`src/rtl/uart_crc_receiver.sv`:
```
// uart_crc_receiver
// Receives the 26-bit CRC-16 UART frame: start(0), data[7:0] LSB-first,
// crc[15:0] LSB-first, stop(1). Recomputes CRC-16 (MSB-first, non-reflected,
// preset CRC_INIT, no final XOR) over the data byte. Presents one result per
// frame with a 1-cycle rx_valid strobe.
//
// Back-to-back frames: CHECK+DONE can outlast the half stop bit that remains
// after the stop sample, so the next start edge may arrive before the FSM is
// back in IDLE. A falling edge seen during CHECK/DONE is remembered together
// with its age. IDLE then enters START with the baud counter already advanced
// by that age, which keeps the mid-bit sampling grid aligned to the real edge.
// Edges seen before the stop sample (low stop bit, line held low) are never
// remembered, so a held-low line still needs a fresh high-to-low transition.
module uart_crc_receiver #(
    parameter int          CLK_FREQ  = 50000000,
    parameter int          BAUD_RATE = 9600,
    parameter logic [15:0] CRC_POLY  = 16'h1021,
    parameter logic [15:0] CRC_INIT  = 16'hFFFF
) (
    input  logic        clk,
    input  logic        reset,
    input  logic        rx_in,
    output logic [7:0]  data_out,
    output logic [15:0] crc_rx,
    output logic [15:0] crc_calc,
    output logic        crc_ok,
    output logic        frame_err,
    output logic        rx_valid,
    output logic        rx_busy,
    output logic [7:0]  crc_err_count
);

    localparam int          BAUD_DIV  = CLK_FREQ / BAUD_RATE;
    localparam logic [15:0] DIV_LAST  = 16'(BAUD_DIV - 1);
    localparam logic [15:0] HALF_LAST = 16'(BAUD_DIV / 2 - 1);

    typedef enum logic [2:0] {
        S_IDLE  = 3'd0,
        S_START = 3'd1,
        S_DATA  = 3'd2,
        S_STOP  = 3'd3,
        S_CHECK = 3'd4,
        S_DONE  = 3'd5
    } state_t;

    // One CRC-16 step for a single message bit, MSB-first.
    function automatic logic [15:0] crc_step(input logic [15:0] crc, input logic bit_in);
        logic fb;
        fb = crc[15] ^ bit_in;
        return {crc[14:0], 1'b0} ^ (fb ? CRC_POLY : 16'h0000);
    endfunction

    state_t      state_q, state_d;
    logic        sync1_q, sync2_q, rx_prev_q;
    logic [15:0] cnt_q, cnt_d;
    logic [4:0]  idx_q, idx_d;
    logic [23:0] shift_q, shift_d;
    logic [15:0] crc_q, crc_d;
    logic        ferr_q, ferr_d;
    logic        pend_q, pend_d;
    logic [15:0] pend_cnt_q, pend_cnt_d;
    logic [7:0]  data_out_q, data_out_d;
    logic [15:0] crc_rx_q, crc_rx_d;
    logic [15:0] crc_calc_q, crc_calc_d;
    logic        crc_ok_q, crc_ok_d;
    logic        frame_err_q, frame_err_d;
    logic        rx_valid_q, rx_valid_d;
    logic        rx_busy_q;
    logic [7:0]  err_cnt_q, err_cnt_d;

    logic rx_s;
    logic fall_s;
    logic match_s;

    assign rx_s    = sync2_q;
    assign fall_s  = rx_prev_q & ~rx_s;
    assign match_s = (crc_q == crc_rx_q) && !ferr_q;

    // Two-flop synchroniser for the asynchronous line plus edge-detect history.
    always_ff @(posedge clk or posedge reset) begin
        if (reset) begin
            sync1_q   <= 1'b1;
            sync2_q   <= 1'b1;
            rx_prev_q <= 1'b1;
        end else begin
            sync1_q   <= rx_in;
            sync2_q   <= sync1_q;
            rx_prev_q <= sync2_q;
        end
    end

    // State, datapath and registered outputs.
    always_ff @(posedge clk or posedge reset) begin
        if (reset) begin
            state_q     <= S_IDLE;
            cnt_q       <= 16'd0;
            idx_q       <= 5'd0;
            shift_q     <= 24'd0;
            crc_q       <= 16'd0;
            ferr_q      <= 1'b0;
            pend_q      <= 1'b0;
            pend_cnt_q  <= 16'd0;
            data_out_q  <= 8'd0;
            crc_rx_q    <= 16'd0;
            crc_calc_q  <= 16'd0;
            crc_ok_q    <= 1'b0;
            frame_err_q <= 1'b0;
            rx_valid_q  <= 1'b0;
            rx_busy_q   <= 1'b0;
            err_cnt_q   <= 8'd0;
        end else begin
            state_q     <= state_d;
            cnt_q       <= cnt_d;
            idx_q       <= idx_d;
            shift_q     <= shift_d;
            crc_q       <= crc_d;
            ferr_q      <= ferr_d;
            pend_q      <= pend_d;
            pend_cnt_q  <= pend_cnt_d;
            data_out_q  <= data_out_d;
            crc_rx_q    <= crc_rx_d;
            crc_calc_q  <= crc_calc_d;
            crc_ok_q    <= crc_ok_d;
            frame_err_q <= frame_err_d;
            rx_valid_q  <= rx_valid_d;
            rx_busy_q   <= (state_d != S_IDLE);
            err_cnt_q   <= err_cnt_d;
        end
    end

    // Next-state and datapath decisions for the frame FSM.
    always_comb begin
        state_d     = state_q;
        cnt_d       = cnt_q;
        idx_d       = idx_q;
        shift_d     = shift_q;
        crc_d       = crc_q;
        ferr_d      = ferr_q;
        pend_d      = pend_q;
        pend_cnt_d  = pend_q ? (pend_cnt_q + 16'd1) : pend_cnt_q;
        data_out_d  = data_out_q;
        crc_rx_d    = crc_rx_q;
        crc_calc_d  = crc_calc_q;
        crc_ok_d    = crc_ok_q;
        frame_err_d = frame_err_q;
        rx_valid_d  = 1'b0;
        err_cnt_d   = err_cnt_q;

        case (state_q)
            S_IDLE: begin
                pend_d = 1'b0;
                if (fall_s) begin
                    state_d = S_START;
                    cnt_d   = 16'd0;
                end else if (pend_q && !rx_s) begin
                    // Resume an edge caught during CHECK/DONE at its true age.
                    state_d = S_START;
                    cnt_d   = pend_cnt_q + 16'd1;
                end else begin
                    state_d = S_IDLE;
                end
            end
            S_START: begin
                if (cnt_q >= HALF_LAST) begin
                    if (rx_s) begin
                        state_d = S_IDLE;
                        cnt_d   = 16'd0;
                    end else begin
                        state_d = S_DATA;
                        // Carry any late-entry overshoot so data samples stay mid-bit.
                        cnt_d   = cnt_q - HALF_LAST;
                        idx_d   = 5'd0;
                    end
                end else begin
                    cnt_d = cnt_q + 16'd1;
                end
            end
            S_DATA: begin
                if (cnt_q >= DIV_LAST) begin
                    shift_d = {rx_s, shift_q[23:1]};
                    cnt_d   = 16'd0;
                    idx_d   = idx_q + 5'd1;
                    if (idx_q == 5'd23) begin
                        state_d = S_STOP;
                    end else begin
                        state_d = S_DATA;
                    end
                end else begin
                    cnt_d = cnt_q + 16'd1;
                end
            end
            S_STOP: begin
                if (cnt_q >= DIV_LAST) begin
                    ferr_d     = ~rx_s;
                    data_out_d = shift_q[7:0];
                    crc_rx_d   = shift_q[23:8];
                    crc_d      = CRC_INIT;
                    idx_d      = 5'd0;
                    cnt_d      = 16'd0;
                    state_d    = S_CHECK;
                end else begin
                    cnt_d = cnt_q + 16'd1;
                end
            end
            S_CHECK: begin
                crc_d = crc_step(crc_q, data_out_q[3'd7 - idx_q[2:0]]);
                idx_d = idx_q + 5'd1;
                if (idx_q == 5'd7) begin
                    state_d = S_DONE;
                end else begin
                    state_d = S_CHECK;
                end
                if (fall_s) begin
                    pend_d     = 1'b1;
                    pend_cnt_d = 16'd0;
                end else begin
                    pend_d = pend_q;
                end
            end
            S_DONE: begin
                crc_calc_d  = crc_q;
                crc_ok_d    = match_s;
                frame_err_d = ferr_q;
                rx_valid_d  = 1'b1;
                if (!match_s && (err_cnt_q != 8'hFF)) begin
                    err_cnt_d = err_cnt_q + 8'd1;
                end else begin
                    err_cnt_d = err_cnt_q;
                end
                if (fall_s) begin
                    pend_d     = 1'b1;
                    pend_cnt_d = 16'd0;
                end else begin
                    pend_d = pend_q;
                end
                state_d = S_IDLE;
            end
            default: begin
                state_d = S_IDLE;
                pend_d  = 1'b0;
            end
        endcase
    end

    assign data_out      = data_out_q;
    assign crc_rx        = crc_rx_q;
    assign crc_calc      = crc_calc_q;
    assign crc_ok        = crc_ok_q;
    assign frame_err     = frame_err_q;
    assign rx_valid      = rx_valid_q;
    assign rx_busy       = rx_busy_q;
    assign crc_err_count = err_cnt_q;

endmodule

```
`config.mk`:
```
export PLATFORM = sky130hd
export DESIGN_NAME = uart_crc_receiver
export DESIGN_NICKNAME = d
export VERILOG_FILES = /design/src/rtl/uart_crc_receiver.sv
export SDC_FILE = /design/constraint.sdc
export NUM_CORES = 1
export LEC_CHECK = 0
export ABC_AREA = 1
export BUFFER_PORTS_ARGS = -buffer_cell sky130_fd_sc_hd__buf_2
export CAP_MARGIN = 15
export CORE_ASPECT_RATIO = 2
export CORE_MARGIN = 2
export CORE_UTILIZATION = 35
export CTS_CLUSTER_SIZE = 12
export DETAILED_ROUTE_END_ITERATION = 10
export PLACE_DENSITY_LB_ADDON = 0.15
export SYNTH_ARGS = -nofsm -noshare
export SYNTH_HDL_FRONTEND = slang
export SYNTH_SLANG_ARGS = --single-unit
```
`constraint.sdc`:
```
create_clock -name clk -period 5.82 [get_ports clk]
set_clock_uncertainty 0.05 [all_clocks]
set_input_delay 0.873 -clock clk [delete_from_list [all_inputs] [get_ports clk]]
set_output_delay 0.873 -clock clk [all_outputs]
set_load 0.01 [all_outputs]
```
Word-level counts from Yosys, hierarchy flattened
Cells that the tools add are included.

operators by class
  multiplexer cells = 31
  eq/ne operators = 15
  add/sub/neg operators = 6
  reductions and logical operators = 21
  $lt $le $gt $ge = 3
  bitwise logic cells = 5

operators by type and width
  cell                                                                     number
  16-bit 2-to-1 mux                                                        9
  16-bit case mux with 3 select lines                                      1
  16-bit by 1-bit adder with 16-bit output, second input constant          2
  16-bit case mux with 2 select lines                                      1
  5-bit 2-to-1 mux                                                         4
  5-bit case mux with 4 select lines                                       1
  16-bit == test                                                           1
  16-bit by 12-bit >= comparator with 1-bit output, second input constant  1
  16-bit by 13-bit >= comparator with 1-bit output, second input constant  1
  16-bit by 12-bit subtractor with 16-bit output, second input constant    1
  16-bit by 13-bit bitwise XOR with 16-bit output                          1
  3-bit case mux with 5 select lines                                       1
  13-bit 2-to-1 mux                                                        1
  2-bit AND reduction                                                      6
  3-bit 2-to-1 mux                                                         3
  8-bit by 1-bit adder with 8-bit output, second input constant            1
  2-bit != test, second input constant                                     4
  8-bit != test, second input constant                                     1
  1-bit 2-to-1 mux                                                         7
  3-bit by 2-bit == test with 1-bit output, second input constant          2
  3-bit == test, second input constant                                     2
  3-bit nonzero test                                                       2
  5-bit by 1-bit adder with 5-bit output, second input constant            1
  5-bit by 3-bit == test with 1-bit output, second input constant          1
  20 further kinds                                                         26

storage, ports and cells
  output and inout port bits = 52
  logic and storage cells = 100
  register bits after elaboration = 137
  input bits = 3

Logic depth before layout (Yosys ltp)
Gate-level depths: netlist of the first run.

  depth after elaboration = 7
  gate-level depth with buffers = 13
  mapped depth without buffers = 13

Worst setup path before layout of the first run
Ideal clock, no wire load.

  path kind = reg-to-reg
  from = register cnt_q[0]
  to = register idx_q[0]
  arrival time = 1,451 ps
  cell stages (with the launch flop) = 12
  slack = 4,198 ps
  path buffers = 0
  required time = 5,649 ps
  cells stage by stage = dfrtp_1 -> ha_1 -> nor2_1 -> nor2_2 -> nand2_1 -> nand2_1 -> nand2_2 -> nand3_2 -> nand2_2 -> nor2_4 -> nand3_1 -> nand2_1

between the ends
  word-level cells in the longest chain between the ends = 3
  elaborated cells on any way between the ends = 6

RTL lines
  what                                                                                                                  line           text
  start, declared                                                                                                       55             logic [15:0] cnt_q, cnt_d;
  start signal, assigned                                                                                                113            cnt_q <= cnt_d;
  16-bit by 13-bit >= comparator with 1-bit output or 16-bit by 12-bit >= comparator with 1-bit output (tied branches)  179, 193, 164
  2-bit != test (no source line)                                                                                        n/a
  5-bit AND reduction (no source line) *                                                                                n/a
  end signal, assigned                                                                                                  114            idx_q <= idx_d;
  end, declared                                                                                                         56             logic [4:0] idx_q, idx_d;

Every way passes the cells marked *; elsewhere a longest branch is shown, timed or not.
A chain may end at the register's enable or synchronous reset.

Final worst setup path of the first run
  from = register cnt_q[0]
  to = register shift_q[23]

between the ends
  word-level cells in the longest chain between the ends = 2

RTL lines
  what                                              line  text
  16-bit by 13-bit >= comparator with 1-bit output  179   if (cnt_q >= DIV_LAST) begin
  2-bit AND reduction (no source line)              n/a
  end signal, assigned                              115   shift_q <= shift_d;
  end, declared                                     57    logic [23:0] shift_q, shift_d;

Every way passes these cells.

==> reports/results.tsv, run 1 <==
stage	metric	value	unit
timing	setup violators final	0	
routing	vias per inst	4.92	
power_and_ir_drop	Static Leak	4.29	nW
synthesis	syn_area_per_cell	7.61	um^2
routing	met3 wire length	670	um
timing	fmax	0.411	GHz
power_and_ir_drop	maximum vdd drop	0.000168	V
min_path	Hold Path Class	reg -> reg	
place	detailed placer's ending HPWL	15800	um
routing	DR WL/cell	16.1	um
routing	Post-DRT Antenna Nets	0	
synthesis	Post-Synth XOR/XNOR Area	0.0308	
place	GP Congestion	0.858	
synthesis	Synth Area in Compound Gates	0.122	
timing	Max-slew headroom	0.368	
floorplan	Horiz. Die Dim	107	um
layout	multi-input logic area	3310	um^2
layout	final net count	1026	
worst_setup_path	crit path kind	reg -> reg	
clocking	TritonCTS buffer count	17	
layout	P&R area growth vs syn	14.9	%
global_route	initial antenna violation count	0	
synthesis	mux cell area share after synthesis	0	
synthesis	Post-Synth Adder-Cell Area	0.00677	
routing	Via Count	6399	
synthesis	register area share after synthesis	0.464	
synthesis	post-synthesis register bit count	137	
clocking	Sink Count	137	
clocking	Skew-Pair Late Insertion Delay	0.44	ns
layout	fraction of layout cells with a size suffix above 1	0.136	
floorplan	core region area	20800	um^2
clocking	CTS root buf	clkbuf_16	
synthesis	Gate Count Post-Synth	971	
routing	drt drc	0	
worst_setup_path	R2R Setup Slk	3.39	ns
clocking	cts repair resizes	0	
timing	Worst-Margin Slew	0.947	ns
layout	Storage cell area	3430	um^2
synthesis	largest family of logic cells by synthesized area	simple AND/OR/NAND/NOR gates	
floorplan	Starting Density	0.355	
floorplan	# IOs	55	
clocking	clock buffer depth	2	
timing	final worst path period need	2.43	ns
layout	fin cells	1300	
clocking	hold_buf cts	0	
timing	Fin Setup TNS	0	ns
run_status	status	finished, final reports clean	
global_route	Total GRT Usage	0.199	
routing	M1 wire length	7420	um
routing	DR pass1 iterations	6	
power_and_ir_drop	Power Dens Cells	440	nW/um^2
floorplan	Vert. Die Dim	210	um
clocking	TritonCTS clock tree	built	
clocking	H-tree levels	4	
clocking	Reg clk slew, reported paths	0.06	ns
worst_setup_path	Max Fanout on Critical Path	48	
timing	RSZ-0062 raised after global routing	no	
global_route	vias in the first global route	6331	
worst_setup_path	Crit. End Element	flip-flop	
global_route	gr ovfl total	0	
synthesis	Syn Std Cell Area	7390	um^2
place	Placed Cells	1269	
worst_setup_path	WP data required	6.10	ns
worst_setup_path	Worst EP arrival	2.71	ns
floorplan	Rows	75	
routing	drt initial violations	335	
synthesis	synth warn	0	
run	total of max-cap violations	0	
synthesis	simple-gate share of the synthesized area	0.288	
global_route	largest net degree at the start of global routing	102	
worst_setup_path	Worst setup SP type	flip-flop	
synthesis	syn nets	978	
synthesis	Yosys cell types	42	
place	Port Buffers	54	
global_route	first-pass GRT wire length	33500	um
timing	crit share post-route	0.418	
timing	fin. max-slew vios	0	
layout	fill cell count	2282	
clocking	postcts setup bufs	0	
routing	wire length on met2	11700	um
routing	DR top layer	met4	
layout	antenna diode instance count	0	
timing	Final Hold Fails	0	
routing	routed wire length	20900	um
floorplan	die area	22400	um^2
## layout make-up
cell class,count,share of cell area
clock inverters,10,0.0194
inverters,126,0.0563
flip-flops and latches,137,0.404
clock buffers,21,0.0566
well taps,269,0.0396
multi-input cells,680,0.390
repair buffers,57,0.0345
## path summary, 6_finish.rpt
| path | startpoint | endpoint | depth (start not counted) |
|---|---|---|---|
| setup / recovery | cnt_q[0] | shift_q[23] | 10 |
| hold / removal | sync1_q | rx_s | 0 |
| setup reg to reg | cnt_q[0] | shift_q[23] | 10 |
| hold reg to reg | sync1_q | rx_s | 0 |
| max in group asynchronous | reset | rx_prev_q | 3 |
| min in group asynchronous | reset | cnt_q[10] | 2 |
## cell usage after synthesis, drive strengths merged
master | count | area, um^2
nand2 | 282 | 1100
nand3 | 71 | 360
o2111ai | 1 | 8.76
a22oi | 13 | 148
o41ai | 1 | 8.76
o211a | 1 | 10.0
a211oi | 5 | 37.5
or2 | 1 | 6.26
clkinv | 1 | 3.75
nor2 | 115 | 462
ha | 4 | 50.1
o21ai | 96 | 495
o22ai | 1 | 6.26
dfstp | 3 | 78.8
nand4 | 20 | 125
xor2 | 15 | 131
nand3b | 5 | 37.5
nor3b | 1 | 7.51
o211ai | 2 | 15.0
clkbuf | 11 | 42.5
inv | 125 | 469
buf | 17 | 135
nor3 | 5 | 36.3
a21oi | 27 | 150
dfrtp | 134 | 3350
xnor2 | 11 | 96.3
o21bai | 3 | 22.5
## power breakdown
group          switching [mW]  leakage, nW  total [mW]  internal [mW]
sequential              0.247         1.80        1.43           1.18
combinational           0.743         2.16        1.13          0.383
clock                   0.427        0.319        1.19          0.762
total                    1.42         4.29        3.74           2.32
## layer usage
layer,GRT usage,vias to the layer above
met5,0,-
met4,0.120,0
met3,0.0376,57
met2,0.373,147
met1,0.196,2982
li1,-,3213
## worst max-delay path: stages, from the launching register on
cell and delay, ns:
dfrtp_1 0.42, ha_1 0.25, nand2_1 0.13, nand2_1 0.07
nand3_1 0.07, nand2_1 0.09, nand2_2 0.12, nand2_4 0.09
nand2_2 0.64, nand2_1 0.24, o21ai_2 0.15
## state kept, by name (all words and copies together), names as in the netlist, 3 cells and up
name	cells
shift_q	24
crc_calc	16
cnt_q	16
data_out	8
crc_rx	16
pend_cnt_q	16
idx_q	5
crc_q	16
state_q	3
crc_err_count	8
## kinds of logic (layout without fill, tap and decap cells)
| kind of cell | count (synthesis) | count (layout) |
|---|---|---|
| and+or+nand+nor | 500 | 500 |
| xor gates and xnor gates | 26 | 26 |
| buffers and inverters | 154 | 214 |
| DFF | 137 | 137 |
| AOI/OAI and AO/OA | 150 | 150 |
| adders and majority gates | 4 | 4 |
## cell usage in the layout (no fill, tap or decap), drive strengths merged
master,n
nand2,282
dfrtp,134
inv,126
nor2,115
o21ai,96
nand3,71
buf,57
a21oi,27
clkbuf,21
nand4,20
xor2,15
a22oi,13
xnor2,11
clkinv,6
a211oi,5
nand3b,5
nor3,5
ha,4
bufinv,4
o21bai,3
dfstp,3
o211ai,2
o41ai,1
nor3b,1
o2111ai,1
o22ai,1
or2,1
o211a,1
## stage by stage
| stage | utilization | worst slack [ns] | instance area [um^2] | power (mW) | hold WS, ns |
|---|---|---|---|---|---|
| 2_1_floorplan | - | 1.23 | 7390 | 2.23 | 0.295 |
| 3_3_place_gp | 0.377 | 3.38 | 7850 | 2.56 | 0.313 |
| 3_5_place_dp | 0.377 | 3.38 | 7850 | 2.57 | 0.310 |
| 4_1_cts | 0.408 | 3.35 | 8500 | 3.78 | 0.316 |
| 5_1_grt | 0.408 | 3.13 | 8500 | 4.01 | 0.323 |
| 6_report | 0.408 | 3.39 | 8500 | 3.74 | 0.320 |
Note: power is estimated with default switching activity, not from simulation.
==> inputs of run 2 (changes only) <==
Clock period 5.82 ns to 2.5 ns, I/O delays scaled along.
==> reports/results.tsv, run 2 (same netlist as run 1, synthesis figures left out) <==
stage	metric	value	unit	change
run_status	status	finished, final reports clean		
timing	Worst-Margin Slew	0.618	ns	-0.329 ns
timing	setup violators final	0		unchanged
power_and_ir_drop	Sw Ratio	0.386		+0.00723
worst_setup_path	CP most frequent cell	nand2_1		
clocking	Skew-Pair Late Insertion Delay	0.43	ns	about the same
worst_setup_path	CP cell instances	ha_1 > nand2_1 > nor2_1 > nand2_1 > o21ai_0 > o21ai_0 > inv_1 > nand2_1 > nand3b_1 > nand2_1 > inv_1		
timing	RSZ-0062 raised after global routing	no		
worst_setup_path	Crit. End Element	flip-flop		
clocking	CTS root buf	clkbuf_16		
timing	Max-slew headroom	0.586		+0.218
layout	final net count	1041		+1.5%
floorplan	Horiz. Die Dim	107	um	unchanged
clocking	postcts setup bufs	0		unchanged
power_and_ir_drop	Static Leak	4.32	nW	+0.71%
worst_setup_path	crit path kind	reg -> reg		
power_and_ir_drop	Power Dens Cells	972	nW/um^2	+120%
place	placed cell area	7980	um^2	+1.7%
layout	P&R area growth vs syn	15.6	%	
global_route	met3 Track Usage GR	0.0388		+0.00124
global_route	Top Usage Layer GRT	met2		
floorplan	Vert. Die Dim	210	um	unchanged
timing	Final Hold Fails	0		unchanged
global_route	gr ovfl total	0		unchanged
timing	Fin Setup TNS	0	ns	unchanged
routing	routed wire length	20400	um	-2.5%
routing	DR WL/cell	15.5	um	-3.5%
floorplan	Starting Density	0.355		unchanged
layout	Top reg by flops	shift_q		
power_and_ir_drop	switching power	3.21	mW	+130%
global_route	vias in the first global route	6362		+0.49%
timing	crit share post-route	0.827		+0.409
power_and_ir_drop	Clk pwr share	0.285		-0.033
floorplan	# IOs	55		unchanged
floorplan	die area	22400	um^2	unchanged
layout	most frequent cells in the layout	nand2_1, dfrtp_1, inv_1		
clocking	TritonCTS clock tree	built		
routing	vias per inst	4.85		-1.5%
layout	max reg flops	24		unchanged
min_path	Hold Path Class	reg -> reg		
floorplan	Rows	75		unchanged
layout	fin util	0.410		+0.00252
layout	most common cell after layout, fill and taps aside	nand2_1		
power_and_ir_drop	internal power	5.10	mW	+120%
worst_setup_path	Worst EP arrival	2.38	ns	-0.33 ns
clocking	TritonCTS buffer count	17		unchanged
global_route	Total GRT Usage	0.194		-0.00494
clocking	Reg clk slew, reported paths	0.06	ns	about the same
worst_setup_path	WP data required	2.82	ns	-3.28 ns
place	Placed Cells	1282		+1.0%
worst_setup_path	CP max-delay cell	nor2_1		
worst_setup_path	Worst R2R Start	cnt_q[0]		
layout	fin cells	1313		+1.0%
timing	fmax	0.484	GHz	+18%
routing	Via Count	6365		-0.53%
power_and_ir_drop	combinational group share of total power	0.320		+0.019
worst_setup_path	slowest stage delay, CP	0.50	ns	-0.14 ns
min_path	Hold Startpoint	sync1_q		
layout	fraction of layout cells with a size suffix above 1	0.144		+0.00789
worst_setup_path	Worst setup SP type	flip-flop		
global_route	met2 Use GR	0.367		-0.00505
worst_setup_path	WP buf/inv	2		+2
global_route	first-pass GRT wire length	33000	um	-1.5%
timing	fin. max-slew vios	0		unchanged
floorplan	core region area	20800	um^2	unchanged
clocking	clock buffer depth	2		unchanged
layout	post-layout instance area	8550	um^2	+0.62%
timing	hold slack	0.312	ns	-0.00840 ns
global_route	largest net degree at the start of global routing	49		-52%
worst_setup_path	Crit. Startpoint	cnt_q[0]		
clocking	Sink Count	137		unchanged
global_route	initial antenna violation count	0		unchanged
routing	DR pass1 iterations	4		-2
layout	antenna diode instance count	0		unchanged
power_and_ir_drop	maximum vdd drop	0.000399	V	+140%
global_route	global routing usage on met1	0.182		-0.0138
place	detailed placer's ending HPWL	15700	um	-0.17%
power_and_ir_drop	Seq pwr share	0.395		+0.014
routing	drt drc	0		unchanged
run	total of max-cap violations	0		unchanged
worst_setup_path	Max Fanout on Critical Path	6		-88%
routing	drt initial violations	309		-7.8%
place	Port Buffers	54		unchanged
clocking	H-tree levels	4		unchanged
timing	final worst path period need	2.07	ns	-0.364 ns
worst_setup_path	Top delay family on crit path	simple AND/OR/NAND/NOR gates		
place	GP Congestion	0.960		+12%
routing	Post-DRT Antenna Nets	0		unchanged
## run 2: cell types whose count changed in the layout (fill, tap and decap cells not counted), sizes merged
cell	delta
buf	+13
bufinv	-3
dlygate4sd3	+2
inv	-2
clkinvlp	+3
## run 2: final timing paths
kind	to	slack [ns]	cells past startpoint
worst max-delay path	cnt_q[10]	0.43	11
max in group asynchronous	crc_rx[1]	1.11	5
min in group asynchronous	state_q[1]	0.42	3
worst min-delay path	rx_s	0.31	0
worst max register to register	cnt_q[10]	0.43	11
worst min register to register	rx_s	0.31	0
## run 2: stage by stage
step | setup slack, ns | total power, mW
2_1_floorplan | 0.370 | 5.20
3_3_place_gp | 0.474 | 5.97
3_5_place_dp | 0.458 | 5.98
4_1_cts | 0.437 | 8.40
5_1_grt | 0.278 | 8.92
6_report | 0.433 | 8.31
## run 2: area by class of cell
class | count | area, um^2
Timing Repair Buffer | 72 | 448
Clock buffer | 21 | 470
Tap cell | 269 | 337
Inverter | 126 | 477
Fill cell | 2218 | 12300
Sequential cell | 137 | 3430
Clock inverter | 8 | 73.8
Multi-Input combinational cell | 680 | 3310
## run 2: timing repair
action / CTS / global route
hold buffers: 2 / 0
gates resized for setup: 0 / 0
endpoints found under the hold margin: 14 / 0
## run 2: per-layer routing
metal | vias up | share of wire
met2 | 132 | 0.56
met1 | 2942 | 0.35
li1 | 3226 | -
met5 | - | 0
met3 | 65 | 0.029
met4 | 0 | 0.060
## run 2: power by group through the flow
stage               registers (mW)  logic [mW]  clock network [mW]
floorplan                     3.15        2.06                   0
global placement              3.31        2.65                   0
detailed placement            3.32        2.67                   0
CTS                           3.28        2.69                2.43
global route                  3.37        3.04                2.51
finish                        3.28        2.66                2.37
==> inputs of run 3 (changes only) <==
Settings changed: ABC_AREA 1 to 0.
Clock period 2.5 ns to 2 ns, I/O delays scaled along.
==> reports/results.tsv, run 3 <==
stage	metric	value	unit	change
run_status	status	complete, but fails checks		
run_status	failing checks	negative setup slack		
worst_setup_path	crit path kind	reg -> reg		
worst_setup_path	slowest stage delay, CP	0.56	ns	+0.06 ns
floorplan	Starting Density	0.353		-0.00174
synthesis	most common cell in the synthesized netlist	dfrtp_1		
routing	Via Count	5550		-13%
synthesis	commonest cells in the netlist	dfrtp_1, nand2_1, nor2_1		
synthesis	Synth Flop Type	dfrtp_1		
synthesis	Syn Std Cell Area	6780	um^2	-8.3%
timing	crit share post-route	1.13		+0.304
power_and_ir_drop	Static Leak	4.53	nW	+5.0%
layout	fin util	0.476		+0.0659
worst_setup_path	R2R Setup Slk	-0.26	ns	-0.70 ns
place	GP Congestion	0.860		-10%
worst_setup_path	Worst R2R Start	cnt_q[6]		
clocking	Reg clk slew, reported paths	0.06	ns	about the same
clocking	H-tree levels	4		unchanged
layout	max reg flops	24		unchanged
synthesis	largest family of logic cells by synthesized area	simple AND/OR/NAND/NOR gates		
routing	drt drc	0		unchanged
synthesis	number of synthesized flops with an enable pin	0		unchanged
worst_setup_path	WP data required	2.31	ns	-0.51 ns
clocking	Sink Count	137		unchanged
synthesis	mux cell area share after synthesis	0.0805		+0.0805
routing	routed wire length	19600	um	-4.0%
synthesis	register area share after synthesis	0.506		+0.0423
floorplan	Vert. Die Dim	201	um	-4.2%
worst_setup_path	Crit. path cell count	6		-5
global_route	gr ovfl total	0		unchanged
timing	hold slack	0.308	ns	-0.00348 ns
synthesis	Post-Synth XOR/XNOR Area	0.0814		+0.0506
synthesis	syn_area_per_cell	9.99	um^2	+31%
place	detailed placer's ending HPWL	14100	um	-11%
timing	Max-slew headroom	0.684		+0.0975
layout	fill cell count	1780		-20%
worst_setup_path	WP buf/inv	0		-2
global_route	vias in the first global route	5738		-9.8%
floorplan	Horiz. Die Dim	102	um	-4.1%
worst_setup_path	reg-to-reg critical path endpoint	idx_q[2]		
synthesis	Yosys cell types	65		+55%
layout	fraction of layout cells with a size suffix above 1	0.346		+0.202
synthesis	Synth Area in Compound Gates	0.111		-0.0112
routing	vias per inst	5.07		+4.7%
global_route	Total GRT Usage	0.190		-0.00315
layout	final net count	830		-20%
synthesis	Post-synth ARST share	1.00		unchanged
synthesis	syn nets	685		-30%
routing	drt initial violations	257		-17%
place	Port Buffers	54		unchanged
power_and_ir_drop	maximum vdd drop	0.000651	V	+63%
worst_setup_path	Crit. Startpoint	cnt_q[6]		
synthesis	area share of the largest cell type after synthesis	0.495		+0.0413
timing	final worst slack	-0.262	ns	-0.695 ns
clocking	CTS root buf	clkbuf_16		
synthesis	post-synthesis register bit count	137		unchanged
synthesis	Post-Synth Adder-Cell Area	0.00739		+0.000616
worst_setup_path	Worst setup SP type	flip-flop		
global_route	largest net degree at the start of global routing	42		-14%
synthesis	Synth area leaders	dfrtp_1, mux2_2, nand2_1, xnor2_1, nor2_1		
layout	antenna diode instance count	0		unchanged
layout	Top reg by flops	shift_q		
synthesis	synth warn	0		unchanged
timing	RSZ-0062 raised after global routing	yes		
worst_setup_path	CP Capture Point	idx_q[2]		
min_path	Hold Path Class	reg -> reg		
floorplan	Rows	72		-4.0%
layout	most common cell after layout, fill and taps aside	dfrtp_1		
floorplan	# IOs	55		unchanged
worst_setup_path	Max Fanout on Critical Path	6		unchanged
clocking	TritonCTS buffer count	17		unchanged
timing	fmax	0.442	GHz	-8.6%
floorplan	die area	20600	um^2	-8.1%
layout	most frequent cells in the layout	dfrtp_1, nand2_1, buf_4		
timing	fin. max-slew vios	0		unchanged
clocking	Skew-Pair Late Insertion Delay	0.41	ns	-0.02 ns
worst_setup_path	CP max-delay cell	or4_4		
run	total of max-cap violations	0		unchanged
timing	Worst-Margin Slew	0.470	ns	-0.148 ns
worst_setup_path	worst r2r path cells	6		-5
synthesis	Gate Count Post-Synth	678		-30%
worst_setup_path	Crit. End Element	flip-flop		
worst_setup_path	CP cell instances	or4_4 > o31ai_4 > o21ai_4 > o211a_4 > or4b_1 > nand2_1		
layout	P&R area growth vs syn	34.8	%	
worst_setup_path	Top delay family on crit path	simple AND/OR/NAND/NOR gates		
global_route	initial antenna violation count	0		unchanged
synthesis	simple-gate share of the synthesized area	0.181		-0.107
worst_setup_path	Worst EP arrival	2.57	ns	+0.19 ns
global_route	first-pass GRT wire length	29800	um	-9.7%
timing	setup violators final	83		+83
timing	Final Hold Fails	0		unchanged
clocking	TritonCTS clock tree	built		
routing	DR pass1 iterations	4		unchanged
synthesis	cell taking the most area after synthesis	dfrtp_1		
routing	Post-DRT Antenna Nets	0		unchanged
clocking	clock buffer depth	2		unchanged
power_and_ir_drop	Power Dens Cells	742	nW/um^2	-24%
floorplan	core region area	19200	um^2	-7.9%
timing	final worst path period need	2.26	ns	+0.195 ns
routing	DR WL/cell	17.9	um	+15%
-- run 3: cell types whose count changed after synthesis, moves of 12 or more --
cell,before,now
xor2_1,15,27
inv_2,12,0
nand2_1,273,107
inv_1,113,12
nor3_1,4,17
xnor2_1,11,36
nand3_1,70,19
o21ai_0,86,26
clkbuf_1,10,33
mux2_2,0,40
nor2_1,107,65
-- run 3: timing repair --
item | CTS | global route
cloned | 0 | 4
pin swaps | 16 | 7
buffers inserted | 6 | 10
gates resized for setup | 33 | 49
hold buffers | 2 | 0
endpoints found under the hold margin | 10 | 0
endpoints found under the setup margin | 97 | 87
-- run 3: worst min path at each step --
stage / startpoint / endpoint / slack [ns] / cells after the start
2_1_floorplan: rx_in / sync1_q / 0.25 / 0
3_3_place_gp: reset / crc_err_count[5] / 0.23 / 2
3_5_place_dp: reset / crc_err_count[5] / 0.23 / 2
4_1_cts: sync1_q / rx_s / 0.31 / 0
5_1_grt: sync1_q / rx_s / 0.31 / 0
6_report: sync1_q / rx_s / 0.31 / 0
-- run 3: cell type report --
class	count	area, um^2	share of cell area
clock inverters	8	95.1	0.0104
repair buffers	165	1290	0.141
flip-flops and latches	137	3440	0.376
clock buffers	23	478	0.0523
inverters	12	48.8	0.00534
well taps	259	324	0.0355
multi-input cells	490	3470	0.379
-- run 3: power breakdown --
| group | switching (mW) | total [mW] | internal (mW) | leakage [nW] |
|---|---|---|---|---|
| clock | 1.15 | 3.07 | 1.92 | 0.279 |
| combinational | 0.449 | 0.818 | 0.369 | 2.38 |
| sequential | 0.0547 | 2.89 | 2.84 | 1.88 |
| total | 1.66 | 6.78 | 5.12 | 4.53 |
-- run 3: logic make-up (layout without fill, tap and decap cells) --
family                   Yosys count  after routing
AND/OR/NAND/NOR                  264            264
flip-flops                       137            137
AO/OA/AOI/OAI                    111            112
XOR/XNOR                          63             63
buffers and inverters             52            208
multiplexers                      47             47
adder cells (fa/ha/maj)            4              4
-- run 3: through the flow --
| stage | setup TNS [ns] | cell area, um^2 | std cells | worst slack (ns) | power, mW |
|---|---|---|---|---|---|
| after floorplan | -13.55 | 6880 | 678 | -0.298 | 3.41 |
| after global placement | -14.65 | 8040 | 1044 | -0.374 | 3.68 |
| after detailed placement | -21.72 | 8040 | 1044 | -0.485 | 3.69 |
| final | -8.83 | 9140 | 1094 | -0.262 | 6.78 |
| after CTS | -5.03 | 8770 | 1081 | -0.272 | 6.82 |
| after global routing | -14.81 | 9140 | 1094 | -0.375 | 7.08 |
-- run 3: metal layers --
layer	routed length, um	track usage	share of wire
met3	361	0.0279	0.018
met1	6970	0.191	0.36
met2	11200	0.352	0.57
met4	1110	0.119	0.057
met5	0	0	0
